==> src/rtl/udp_wave_pkg.sv <==
// udp_wave_pkg: shared FSM encoding, default thresholds and one-hot helpers for udp_wave_router
package udp_wave_pkg;
  typedef enum logic [1:0] {IDLE = 2'd0, PASS = 2'd1, DROP = 2'd2} state_e;
  localparam int MAX_PKT_DEF  = 1472;
  localparam int START_TH_DEF = 4096;
  localparam int STOP_TH_DEF  = 64;
  function automatic logic is_onehot(input logic [31:0] v);
    return (v != '0) && ((v & (v - 32'd1)) == '0);
  endfunction
  function automatic logic [4:0] onehot_idx(input logic [31:0] v);
    logic [4:0] idx;
    idx = '0;
    for (int i = 0; i < 32; i++) if (v[i]) idx = 5'(i);
    return idx;
  endfunction
endpackage

==> src/rtl/wave_play_gate.sv <==
// wave_play_gate: per-channel playback flag with start/stop hysteresis on FIFO fill level
module wave_play_gate
  import udp_wave_pkg::*;
#(
  parameter int CNT_W    = 13,
  parameter int START_TH = START_TH_DEF,
  parameter int STOP_TH  = STOP_TH_DEF
) (
  input  logic             clk,
  input  logic             rst_n,
  input  logic             en_i,
  input  logic [CNT_W-1:0] count_i,
  output logic             play_o
);
  logic play_q, play_d;
  // clear dominates set
  always_comb play_d = (!en_i || count_i < CNT_W'(STOP_TH)) ? 1'b0 :
                       (count_i >= CNT_W'(START_TH)) ? 1'b1 : play_q;
  always_ff @(posedge clk or negedge rst_n)
    if (!rst_n) play_q <= 1'b0;
    else play_q <= play_d;
  assign play_o = play_q;
endmodule

==> src/rtl/udp_wave_router.sv <==
// udp_wave_router: routes whole UDP payload packets to per-channel FIFOs with admission control,
// drop counting, length reporting and playback gating.
module udp_wave_router
  import udp_wave_pkg::*;
#(
  parameter int CH_NUM     = 2,
  parameter int DATA_W     = 8,
  parameter int CNT_W      = 13,
  parameter int FIFO_DEPTH = 8192,
  parameter int MAX_PKT    = MAX_PKT_DEF,
  parameter int START_TH   = START_TH_DEF,
  parameter int STOP_TH    = STOP_TH_DEF
) (
  input  logic                    clk,
  input  logic                    rst_n,
  input  logic                    rec_en,
  input  logic [DATA_W-1:0]       rec_data,
  input  logic                    rec_pkt_done,
  input  logic [CH_NUM-1:0]       src_id,
  input  logic [CH_NUM-1:0]       ch_en,
  input  logic [CH_NUM*CNT_W-1:0] wr_data_count,
  output logic [CH_NUM-1:0]       wr_en,
  output logic [DATA_W-1:0]       wr_data,
  output logic [CH_NUM-1:0]       play_en,
  output logic [CH_NUM*16-1:0]    pkt_len,
  output logic [CH_NUM*16-1:0]    drop_cnt,
  output logic                    err_src,
  output logic                    err_ovr
);
  localparam int CH_W = CH_NUM > 1 ? $clog2(CH_NUM) : 1;
  state_e state_q, state_d;
  logic [CH_W-1:0] ch_q, ch_d, sel_ch;
  logic [15:0] byte_cnt_q, byte_cnt_d, sel_drop;
  logic ovr_q, ovr_d, err_src_q, err_src_d, err_ovr_q, err_ovr_d, admit;
  logic [CH_NUM-1:0] wr_en_q, wr_en_d;
  logic [DATA_W-1:0] wr_data_q, wr_data_d;
  logic [CH_NUM*16-1:0] pkt_len_q, pkt_len_d, drop_cnt_q, drop_cnt_d;
  logic [CNT_W-1:0] sel_cnt;
  logic [CNT_W:0] free;
  assign sel_ch   = CH_W'(onehot_idx(32'(src_id)));
  assign sel_cnt  = wr_data_count[int'(sel_ch)*CNT_W +: CNT_W];
  assign sel_drop = drop_cnt_q[int'(sel_ch)*16 +: 16];
  // the -1 reserves room for the registered write still in flight
  assign free  = (CNT_W+1)'(FIFO_DEPTH - 1) - {1'b0, sel_cnt};
  assign admit = ch_en[sel_ch] && (free >= (CNT_W+1)'(MAX_PKT));
  always_comb begin
    state_d    = state_q;
    ch_d       = ch_q;
    byte_cnt_d = byte_cnt_q;
    ovr_d      = ovr_q;
    wr_en_d    = '0;
    wr_data_d  = wr_data_q;
    pkt_len_d  = pkt_len_q;
    drop_cnt_d = drop_cnt_q;
    err_src_d  = 1'b0;
    err_ovr_d  = 1'b0;
    if (state_q == IDLE && rec_en) begin
      if (!is_onehot(32'(src_id))) begin
        err_src_d = 1'b1;
        state_d   = DROP;
      end else if (!admit) begin
        state_d = DROP;
        drop_cnt_d[int'(sel_ch)*16 +: 16] = sel_drop + ((sel_drop != 16'hFFFF) ? 16'd1 : 16'd0);
      end else begin
        state_d         = PASS;
        ch_d            = sel_ch;
        wr_en_d[sel_ch] = 1'b1;
        wr_data_d       = rec_data;
        byte_cnt_d      = 16'd1;
        ovr_d           = 1'b0;
      end
    end else if (state_q == PASS && rec_en) begin
      if (byte_cnt_q < 16'(MAX_PKT)) begin
        wr_en_d[ch_q] = 1'b1;
        wr_data_d     = rec_data;
        byte_cnt_d    = byte_cnt_q + 16'd1;
      end else if (!ovr_q) begin
        err_ovr_d = 1'b1;
        ovr_d     = 1'b1;
      end
    end
    // a same-cycle byte has already been folded into state_d/byte_cnt_d above
    if (rec_pkt_done && (state_q != IDLE || rec_en)) begin
      if (state_d == PASS) pkt_len_d[int'(ch_d)*16 +: 16] = byte_cnt_d;
      state_d = IDLE;
    end
  end
  always_ff @(posedge clk or negedge rst_n)
    if (!rst_n) begin
      state_q    <= IDLE;
      ch_q       <= '0;
      byte_cnt_q <= '0;
      ovr_q      <= 1'b0;
      wr_en_q    <= '0;
      wr_data_q  <= '0;
      pkt_len_q  <= '0;
      drop_cnt_q <= '0;
      err_src_q  <= 1'b0;
      err_ovr_q  <= 1'b0;
    end else begin
      state_q    <= state_d;
      ch_q       <= ch_d;
      byte_cnt_q <= byte_cnt_d;
      ovr_q      <= ovr_d;
      wr_en_q    <= wr_en_d;
      wr_data_q  <= wr_data_d;
      pkt_len_q  <= pkt_len_d;
      drop_cnt_q <= drop_cnt_d;
      err_src_q  <= err_src_d;
      err_ovr_q  <= err_ovr_d;
    end
  for (genvar k = 0; k < CH_NUM; k++) begin : g_play
    wave_play_gate #(.CNT_W(CNT_W), .START_TH(START_TH), .STOP_TH(STOP_TH)) u_gate (
      .clk    (clk),
      .rst_n  (rst_n),
      .en_i   (ch_en[k]),
      .count_i(wr_data_count[k*CNT_W +: CNT_W]),
      .play_o (play_en[k])
    );
  end
  assign wr_en    = wr_en_q;
  assign wr_data  = wr_data_q;
  assign pkt_len  = pkt_len_q;
  assign drop_cnt = drop_cnt_q;
  assign err_src  = err_src_q;
  assign err_ovr  = err_ovr_q;
endmodule

==> config.mk <==
export PLATFORM = sky130hd
export DESIGN_NAME = udp_wave_router
export DESIGN_NICKNAME = d
export VERILOG_FILES = /design/src/rtl/udp_wave_pkg.sv /design/src/rtl/wave_play_gate.sv /design/src/rtl/udp_wave_router.sv
export SDC_FILE = /design/constraint.sdc
export NUM_CORES = 1
export LEC_CHECK = 0
export CAP_MARGIN = 20
export CORE_AREA = 4 4 77 133
export DETAILED_ROUTE_END_ITERATION = 8
export DIE_AREA = 0 0 81 137
export DONT_BUFFER_PORTS = 1
export SETUP_SLACK_MARGIN = 0.4
export SLEW_MARGIN = 10
export SYNTH_ARGS = -nofsm -noshare
export SYNTH_HDL_FRONTEND = slang
export SYNTH_SLANG_ARGS = --single-unit
==> constraint.sdc <==
create_clock -name clk -period 6.05 [get_ports clk]
set_clock_uncertainty 0.05 [all_clocks]
set_input_delay 0.3025 -clock clk [delete_from_list [all_inputs] [get_ports clk]]
set_output_delay 0.3025 -clock clk [all_outputs]
set_load 0.05 [all_outputs]
==> flow_summary.ini, run 1 <==
[run_status]
status = completed

[grt]
grt_use_total_pct = 18.7
grt_remaining_overflow = 0
grt_antenna_before_repair = 0
first_pass_grt_wire_length_um = 15800
grt_pass1_vias = 3126
grt_start_max_net_pins = 99

[layout]
diodes = 0
drive_above_1_share_pct = 16.4
postLayoutCoreUtil_pct = 53.9
finalNonFillerCells = 516
final_nets = 437
area.growth.synth_to_final_pct = 9.56

[cts]
cts_resized = 0
h_tree_levels = 3
cts_tree = built
clk_latency_ns = 0.33
postCtsSetupRepairBufs = 0
clock-sinks = 98
clock-root-buffer = sky130_fd_sc_hd__clkbuf_16
cts.reportedPaths.clkPinSlew_ns = 0.07
cts_buffers = 9
cts_max_path_buffers = 2
cts-hold-fix-buffers = 3

[placed_design]
place.port_buffers = 0
placedCellCount = 498
gp_congestion = 0.822
detailed_place_hpwl_um = 7190

[power]
power_mw = 1.77
worst_ir_drop_vdd_mv = 0.262
p_per_area_nw_per_um2 = 360
leakage_nw = 2.21

[critical_path]
crit_fanout = 6
setup.worst_path.end_class = flop
worst_setup_path_start_kind = flop
critPathArrivalTime_ns = 3.33
worst_reg_to_reg_cells = 11
path_class = reg2reg
timing.critical_path.required_ns = 6.25

[floorplanning]
die_y_um = 137
pin_count = 120
row_cnt = 46
effective_utilization_at_floorplan_pct = 49.2
area_of_the_core_um2 = 9090
dieArea_um2 = 11100
chipWidth_um = 81

[detailed_routing]
drt_iter0_drc = 110
drt-total-wl_um = 9950
drt.antenna.violating_nets = 0
num_vias = 2952
detail_route.vias_per_cell = 5.72
drc = 0
routed_length_per_placed_instance_um = 19.3
first_pass_iters = 4

[synthesis]
synth-seq-cells = 98
synth_cells = 390
syn_area_per_cell_um2 = 11.5
synth_ff_type = sky130_fd_sc_hd__dfrtp_1
syn_nets = 435
ys_seq_area_share_pct = 54.8
number_of_enable_type_register_cells_in_the_synthesized_netlist = 0
largest_family_of_logic_cells_by_synthesized_area = simple AND/OR/NAND/NOR gates
cell_area_after_technology_mapping_um2 = 4480
synth_async_sr_flop_share_pct = 100
synth_cell_types = 52
synth_compound_area_share_pct = 9.47
synth-warning-count = 0
synth_xor_area_share_pct = 5.28
synth-simple-area-share_pct = 15.8
post_synth_fa_ha_maj_area_fraction_pct = 0.838
yosys-mux-area-fraction_pct = 11.3

[sta]
setup_violations = 0
final_hold_violation_count = 0
finalCritPeriodShare_pct = 51.7
worst-slew-pin-transition_ns = 1.08
final.setup.tns_ns = 0
timing.final.max_slew_violations = 0
max_freq_ghz = 0.319
worst_case_headroom_to_the_max_slew_limit_pct = 27.8
post-route-min-period_ns = 3.13
unrepaired_setup_endpoints_after_global_routing = false

[hold_path]
min-delay-path-class = in2reg
worstHoldPathCells = 1

[flow_run]
cap_violations = 0
==> per-layer routing <==
layer  vias up  global-route usage, %  part of all wire [%]
met5         -                      0                     0
met3         8                   4.87                   5.6
met4         0                   8.18                   1.3
met2        70                   34.5                    57
met1      1483                   19.4                    36
li1       1391                      -                     -
==> metrics by stage <==
stage / cell area, um2 / setup WS (ns) / hold WS, ns
after floorplan: 4480 / 3.21 / -0.0431
after global placement: 4560 / 3.00 / -0.0407
after detailed placement: 4560 / 2.95 / -0.0403
after CTS: 4900 / 2.92 / 0.0232
after global routing: 4900 / 2.69 / 0.0246
final: 4900 / 2.92 / 0.0375
==> worst paths after layout <==
check	startpoint	to	slack [ns]
hold reg to reg	ovr_q	err_ovr	0.40
setup reg to reg	drop_cnt[4]	drop_cnt[13]	2.92
min in group asynchronous	rst_n	drop_cnt[18]	0.57
hold / removal	ch_en[1]	g_play[1].u_gate.play_o	0.04
setup / recovery	drop_cnt[4]	drop_cnt[13]	2.92
max in group asynchronous	rst_n	state_q[1]	5.00
==> layout by cell type, fill, tap and decap left out, types with 4 or more instances in the layout <==
cell type,count
sky130_fd_sc_hd__mux2_2,35
sky130_fd_sc_hd__nand3_1,26
sky130_fd_sc_hd__clkbuf_16,9
sky130_fd_sc_hd__nor4_1,5
sky130_fd_sc_hd__a21o_1,4
sky130_fd_sc_hd__a31oi_1,4
sky130_fd_sc_hd__xnor2_1,14
sky130_fd_sc_hd__xor2_1,13
sky130_fd_sc_hd__inv_1,13
sky130_fd_sc_hd__nand2_1,39
sky130_fd_sc_hd__mux2i_1,9
sky130_fd_sc_hd__nand4_1,4
sky130_fd_sc_hd__and2_1,8
sky130_fd_sc_hd__o21ai_0,7
sky130_fd_sc_hd__nand3b_1,7
sky130_fd_sc_hd__nor2b_1,4
sky130_fd_sc_hd__nor2_1,12
sky130_fd_sc_hd__a21oi_1,6
sky130_fd_sc_hd__or4_1,4
sky130_fd_sc_hd__a211oi_1,4
sky130_fd_sc_hd__a21boi_0,4
sky130_fd_sc_hd__nor3_1,12
sky130_fd_sc_hd__dfrtp_1,98
==> sequential cells by signal, summed over array words and instances (netlist names), 2 cells and up <==
signal,count
drop_cnt,32
pkt_len,32
byte_cnt_q,16
wr_data,8
g_play.u_gate.play_o,2
state_q,2
wr_en,2
==> worst max-delay path: stages, from the launching register on <==
cell	delay, ns
sky130_fd_sc_hd__dfrtp_1	0.60
sky130_fd_sc_hd__nand3b_1	0.22
sky130_fd_sc_hd__a21oi_1	0.17
sky130_fd_sc_hd__nand2_1	0.11
sky130_fd_sc_hd__nor2_1	0.04
sky130_fd_sc_hd__nand3_1	0.07
sky130_fd_sc_hd__ha_1	0.17
sky130_fd_sc_hd__inv_1	0.06
sky130_fd_sc_hd__a211oi_1	0.64
sky130_fd_sc_hd__nand3_1	0.35
sky130_fd_sc_hd__nor4_1	0.38
sky130_fd_sc_hd__xor2_1	0.18
==> synthesized netlist by cell type (all sizes together), types with 5 or more instances <==
| master | number | area, um2 |
|---|---|---|
| o21ai | 12 | 71.3 |
| nor4 | 5 | 31.3 |
| buf | 8 | 48.8 |
| dfrtp | 98 | 2450 |
| nor2 | 12 | 45.0 |
| or4 | 7 | 63.8 |
| nor3 | 12 | 60.1 |
| mux2i | 9 | 90.1 |
| mux2 | 37 | 417 |
| xnor2 | 14 | 123 |
| nand3b | 7 | 52.6 |
| xor2 | 13 | 114 |
| inv | 13 | 48.8 |
| nand2 | 39 | 146 |
| a21oi | 9 | 56.3 |
| and2 | 8 | 50.1 |
| nand3 | 26 | 130 |
==> cell type report <==
| cell class | instances | area (um2) |
|---|---|---|
| Inverter | 13 | 48.8 |
| Sequential cell | 98 | 2450 |
| Fill cell | 837 | 4190 |
| Clock inverter | 5 | 55.1 |
| Clock buffer | 10 | 239 |
| Timing Repair Buffer | 3 | 47.5 |
| Multi-Input combinational cell | 267 | 1910 |
| Tap cell | 120 | 150 |
==> report_power, final <==
| group | switching (mW) | internal, mW | leakage (nW) |
|---|---|---|---|
| logic | 0.0777 | 0.0753 | 0.757 |
| clock network | 0.234 | 0.328 | 0.140 |
| registers | 0.324 | 0.727 | 1.31 |
| total | 0.637 | 1.13 | 2.21 |
==> kinds of logic after synthesis <==
| kind of cell | after synthesis |
|---|---|
| and+or+nand+nor | 134 |
| DFF | 98 |
| AOI/OAI and AO/OA | 57 |
| muxes | 46 |
| xor gates and xnor gates | 27 |
| buffers and inverters | 25 |
| adders and majority gates | 3 |
Power figures use the tool's default switching activity.
==> inputs of run 2 (changes only) <==
Clock period 6.05 ns to 3 ns, I/O delays scaled along.
==> flow_summary.ini, run 2 (synthesized netlist as in run 1, its figures left out) <==
[run_status]
status = completed

[critical_path]
setup.worst_path.end_class = flop
path_class = reg2reg
worst-r2r-setup-slack_ns = 0.52
worst_setup_path_start_kind = flop
worst_reg_to_reg_cells = 5
crit_fanout = 6
critPathArrivalTime_ns = 2.71
r2r-start = byte_cnt_q[15]
timing.critical_path.required_ns = 3.23
worstReg2RegEnd = pkt_len[26]

[sta]
timing.final.max_slew_violations = 0
max_freq_ghz = 0.403
finalCritPeriodShare_pct = 82.8
unrepaired_setup_endpoints_after_global_routing = false
setup_violations = 0
worst_case_headroom_to_the_max_slew_limit_pct = 56.6
worst-slew-pin-transition_ns = 0.649
post-route-min-period_ns = 2.48
final_hold_violation_count = 0
final.setup.tns_ns = 0

[cts]
cts.reportedPaths.clkPinSlew_ns = 0.07
clk_latency_ns = 0.34
clock-sinks = 98
postCtsSetupRepairBufs = 0
h_tree_levels = 3
cts_tree = built
cts_buffers = 9
cts_max_path_buffers = 2
clock-root-buffer = sky130_fd_sc_hd__clkbuf_16

[grt]
first_pass_grt_wire_length_um = 16700
grt_antenna_before_repair = 0
grt_start_max_net_pins = 99
grt_pass1_vias = 3373
grt_remaining_overflow = 0
grt_use_total_pct = 19.9

[power]
leakage_nw = 2.51
worst_ir_drop_vdd_mv = 0.643
p_per_area_nw_per_um2 = 679

[layout]
mostFrequentLayoutCell = sky130_fd_sc_hd__dfrtp_1
finalNonFillerCells = 573
final_area_um2 = 5390
layout.cells.most_common_list = sky130_fd_sc_hd__dfrtp_1, sky130_fd_sc_hd__buf_4, sky130_fd_sc_hd__nand2_1
drive_above_1_share_pct = 24.5
area.growth.synth_to_final_pct = 20.4
diodes = 0
final_nets = 493
postLayoutCoreUtil_pct = 59.3

[detailed_routing]
highest_layer = met4
drt-total-wl_um = 10400
detail_route.vias_per_cell = 5.50
routed_length_per_placed_instance_um = 18.1
first_pass_iters = 4
drt_iter0_drc = 141
met3WireLength_um = 561
route.met2.wl_um = 5890
met1Wirelength_um = 3720
drc = 0
drt.antenna.violating_nets = 0
num_vias = 3154

[floorplanning]
row_cnt = 46
chipWidth_um = 81
pin_count = 120
dieArea_um2 = 11100
effective_utilization_at_floorplan_pct = 49.2
die_y_um = 137
area_of_the_core_um2 = 9090

[placed_design]
dpl_cell_area_um2 = 4870
gp_congestion = 0.804
place.port_buffers = 0
placedCellCount = 539
detailed_place_hpwl_um = 7530

[hold_path]
hold_path.startpoint = rec_en
holdPathEnd = err_src
worstHoldPathCells = 3
min-delay-path-class = in2reg

[flow_run]
cap_violations = 0
[run 2: repair_timing]
| action | in CTS | in global routing |
|---|---|---|
| hold buffers | 18 | 0 |
| resized for setup | 1 | 5 |
| endpoints found under the setup margin | 2 | 8 |
| endpoints found under the hold margin | 111 | 0 |
[run 2: worst max-delay path by stage]
stage                        start            to  slack [ns]  cells past startpoint
floorplan              drop_cnt[4]  drop_cnt[22]        0.44                     11
global placement      drop_cnt[22]  drop_cnt[30]        0.37                     11
detailed placement    drop_cnt[27]  drop_cnt[30]        0.33                     11
CTS                   drop_cnt[27]  drop_cnt[29]        0.43                     11
global route           drop_cnt[6]  drop_cnt[13]        0.40                     11
finish              byte_cnt_q[15]   pkt_len[26]        0.52                      5
[run 2: routing by layer]
metal / global-route usage, % / vias to the layer above
li1: - / 1502
met5: 0 / -
met2: 36.8 / 87
met3: 5.01 / 19
met1: 21.1 / 1546
met4: 7.71 / 0
[run 2: layout make-up]
type                       count  area [um2]
multi-input combinational    267        1930
inverter                      13        48.8
fill                         813        3700
clock inverter                 7        75.1
sequential                    98        2450
clock buffer                   9         225
tap                          120         150
timing repair buffer          59         505
[run 2: where the power goes]
group	internal [mW]	leakage [nW]	switching, mW
Sequential	1.47	1.31	0.487
Clock	0.655	0.151	0.501
Combinational	0.215	1.04	0.332
Total	2.34	2.51	1.32
[run 2: through the flow]
| stage | power [mW] | setup slack, ns | hold slack [ns] |
|---|---|---|---|
| 6_report | 3.66 | 0.518 | 0.0298 |
| 2_1_floorplan | 2.33 | 0.441 | -0.196 |
| 3_3_place_gp | 2.47 | 0.366 | -0.193 |
| 5_1_grt | 3.83 | 0.397 | 0.0281 |
| 4_1_cts | 3.71 | 0.430 | 0.0153 |
| 3_5_place_dp | 2.49 | 0.332 | -0.193 |
[run 2: worst max-delay path, cell delays in order, from the launching register on]
cell                      delay [ns]
sky130_fd_sc_hd__dfrtp_1        0.38
sky130_fd_sc_hd__or4_1          0.68
sky130_fd_sc_hd__a211o_1        0.43
sky130_fd_sc_hd__or4_1          0.55
sky130_fd_sc_hd__o21ai_1        0.14
sky130_fd_sc_hd__mux2_2         0.19
==> inputs of run 3 (changes only) <==
Settings changed: ABC_AREA set to 1, CORE_AREA 4 4 77 133 to 4 4 80 138, DIE_AREA 0 0 81 137 to 0 0 84 142.
Clock period 3 ns to 2.5 ns, I/O delays scaled along.
==> flow_summary.ini, run 3 <==
[layout]
final_nets = 735
mostFrequentLayoutCell = sky130_fd_sc_hd__nand2_1
postLayoutCoreUtil_pct = 60.7
finalNonFillerCells = 821
layout.cells.most_common_list = sky130_fd_sc_hd__nand2_1, sky130_fd_sc_hd__dfrtp_1, sky130_fd_sc_hd__buf_4
fillers = 900
final_area_um2 = 5980
area.growth.synth_to_final_pct = 22.8
drive_above_1_share_pct = 24.5

[synthesis]
synth_compound_area_share_pct = 5.09
post-synth-top-count-cell = sky130_fd_sc_hd__nand2_1
synth_async_sr_flop_share_pct = 100
synth_cell_types = 30
synth_top_cell_by_area = sky130_fd_sc_hd__dfrtp_1
number_of_enable_type_register_cells_in_the_synthesized_netlist = 0
synthDominantCellAreaShare_pct = 50.3
synth_top_cells_by_count = sky130_fd_sc_hd__nand2_1, sky130_fd_sc_hd__dfrtp_1, sky130_fd_sc_hd__inv_1
ys_seq_area_share_pct = 50.3
synth_cells = 622
synth-seq-cells = 98
syn_nets = 667
synth-warning-count = 0
cell_area_after_technology_mapping_um2 = 4870
post_synth_fa_ha_maj_area_fraction_pct = 0.771
largest_family_of_logic_cells_by_synthesized_area = simple AND/OR/NAND/NOR gates
synth-simple-area-share_pct = 35.2
post_synth_main_area_contributors = sky130_fd_sc_hd__dfrtp_1, sky130_fd_sc_hd__nand2_1, sky130_fd_sc_hd__nand3_1
synth_ff_type = sky130_fd_sc_hd__dfrtp_1
syn_area_per_cell_um2 = 7.83
yosys-mux-area-fraction_pct = 0
synth_xor_area_share_pct = 1.08

[grt]
grt_start_max_net_pins = 99
grt_use_total_pct = 22.0
grt_antenna_before_repair = 0
grt_pass1_vias = 4323
grt_remaining_overflow = 0
first_pass_grt_wire_length_um = 21000

[cts]
cts_max_path_buffers = 2
clk_latency_ns = 0.34
cts-hold-fix-buffers = 13
clock-root-buffer = sky130_fd_sc_hd__clkbuf_16
cts.reportedPaths.clkPinSlew_ns = 0.07
clock-sinks = 98
cts_tree = built
cts_buffers = 9
h_tree_levels = 3

[sta]
unrepaired_setup_endpoints_after_global_routing = true
worst-slew-pin-transition_ns = 0.608
finalCritPeriodShare_pct = 85.7
worst_case_headroom_to_the_max_slew_limit_pct = 59.4
timing.final.max_slew_violations = 0
final_hold_violation_count = 98
max_freq_ghz = 0.467
post-route-min-period_ns = 2.14
setup_violations = 0
final.hold.worst_slack_ns = -0.576
final.setup.tns_ns = 0

[placed_design]
detailed_place_hpwl_um = 9190
gp_congestion = 0.844
dpl_cell_area_um2 = 5280
placedCellCount = 769
place.port_buffers = 0

[critical_path]
worst_setup_path_start_kind = flop
worst-r2r-setup-slack_ns = 0.36
setup.worst_path.start = drop_cnt[31]
r2r-start = drop_cnt[31]
timing.critical_path.to = drop_cnt[22]
worst_reg_to_reg_cells = 13
crit_fanout = 4
path_class = reg2reg
timing.critical_path.required_ns = 2.68
setup.worst_path.end_class = flop
worstReg2RegEnd = drop_cnt[22]
critPathArrivalTime_ns = 2.32

[detailed_routing]
first_pass_iters = 4
detail_route.vias_per_cell = 5.15
drt-total-wl_um = 12800
drt.antenna.violating_nets = 0
drt_iter0_drc = 149
num_vias = 4225
drc = 0
routed_length_per_placed_instance_um = 15.6

[power]
worst_ir_drop_vdd_mv = 0.773
leakage_nw = 3.12
p_per_area_nw_per_um2 = 1150

[floorplanning]
effective_utilization_at_floorplan_pct = 49.5
row_cnt = 48
area_of_the_core_um2 = 9850
pin_count = 120
dieArea_um2 = 11900
chipWidth_um = 84
die_y_um = 142

[run_status]
violations = negative hold slack
status = finished with violations

[flow_run]
cap_violations = 0

[hold_path]
min-delay-path-class = in2async
[run 3: cell types whose count changed after synthesis, moves of 12 or more]
cell,previous run,this run
sky130_fd_sc_hd__nand2_1,39,250
sky130_fd_sc_hd__inv_1,13,57
sky130_fd_sc_hd__nor2_1,12,55
sky130_fd_sc_hd__mux2_2,35,0
sky130_fd_sc_hd__nand3_1,26,52
sky130_fd_sc_hd__xnor2_1,14,2
[run 3: final cells by class]
type	count	area, um2	area share [%]
antenna	1	2.50	0.0418
clock buffer	10	239	4.00
clock inverter	6	66.3	1.11
inverter	62	233	3.89
multi-input combinational	447	2200	36.7
sequential	98	2490	41.6
tap	125	156	2.62
timing repair buffer	72	598	10.0
[run 3: what timing repair did]
item | 4_1_cts | 5_1_grt
gates resized for setup | 9 | 11
hold endpoints to repair | 110 | 98
endpoints found under the setup margin | 19 | 46
pin swaps | 7 | 16
buffers inserted | 11 | 11
[run 3: how the worst min path moves through the flow]
| stage | end | startpoint | cells past startpoint | slack [ns] |
|---|---|---|---|---|
| floorplan | byte_cnt_q[0] | rst_n | 0 | -0.22 |
| global placement | drop_cnt[21] | rst_n | 0 | -0.22 |
| detailed placement | drop_cnt[21] | rst_n | 0 | -0.22 |
| CTS | drop_cnt[21] | rst_n | 0 | -0.59 |
| global route | drop_cnt[7] | rst_n | 0 | -0.60 |
| finish | drop_cnt[6] | rst_n | 0 | -0.58 |
[run 3: worst max-delay path, cell delays in order, from the launching register on]
cell,delay [ns]
sky130_fd_sc_hd__dfrtp_2,0.40
sky130_fd_sc_hd__or2_4,0.22
sky130_fd_sc_hd__o21ai_2,0.10
sky130_fd_sc_hd__nor3_1,0.08
sky130_fd_sc_hd__nand4_1,0.10
sky130_fd_sc_hd__ha_2,0.22
sky130_fd_sc_hd__ha_4,0.16
sky130_fd_sc_hd__nand2_4,0.05
sky130_fd_sc_hd__nor2_4,0.18
sky130_fd_sc_hd__nand2_4,0.11
sky130_fd_sc_hd__xor2_2,0.19
sky130_fd_sc_hd__nand2_1,0.06
sky130_fd_sc_hd__o21ai_1,0.07
sky130_fd_sc_hd__inv_1,0.05
[run 3: kinds of logic after synthesis]
logic type                 after synthesis
adders and majority gates                3
AOI/OAI and AO/OA                       40
and+or+nand+nor                        398
xor gates and xnor gates                 6
DFF                                     98
buffers and inverters                   77
[run 3: per-layer routing]
layer	GRT usage [%]	part of all wire (%)	wire (um)
met5	0	0	0
met3	5.33	5.4	690
met1	22.0	34	4380
met4	12.1	4.2	532
met2	41.2	56	7190
[run 3: metrics by stage]
step                power [mW]  setup slack [ns]
finish                    6.87             0.359
global route              7.28             0.201
CTS                       6.81             0.400
detailed placement        5.26             0.207
global placement          5.21             0.247
floorplan                 4.64             0.352
[run 3: power breakdown]
part / total, mW / internal, mW / switching, mW
registers: 2.95 / 2.03 / 0.929
clock network: 1.40 / 0.805 / 0.593
logic: 2.52 / 0.830 / 1.69
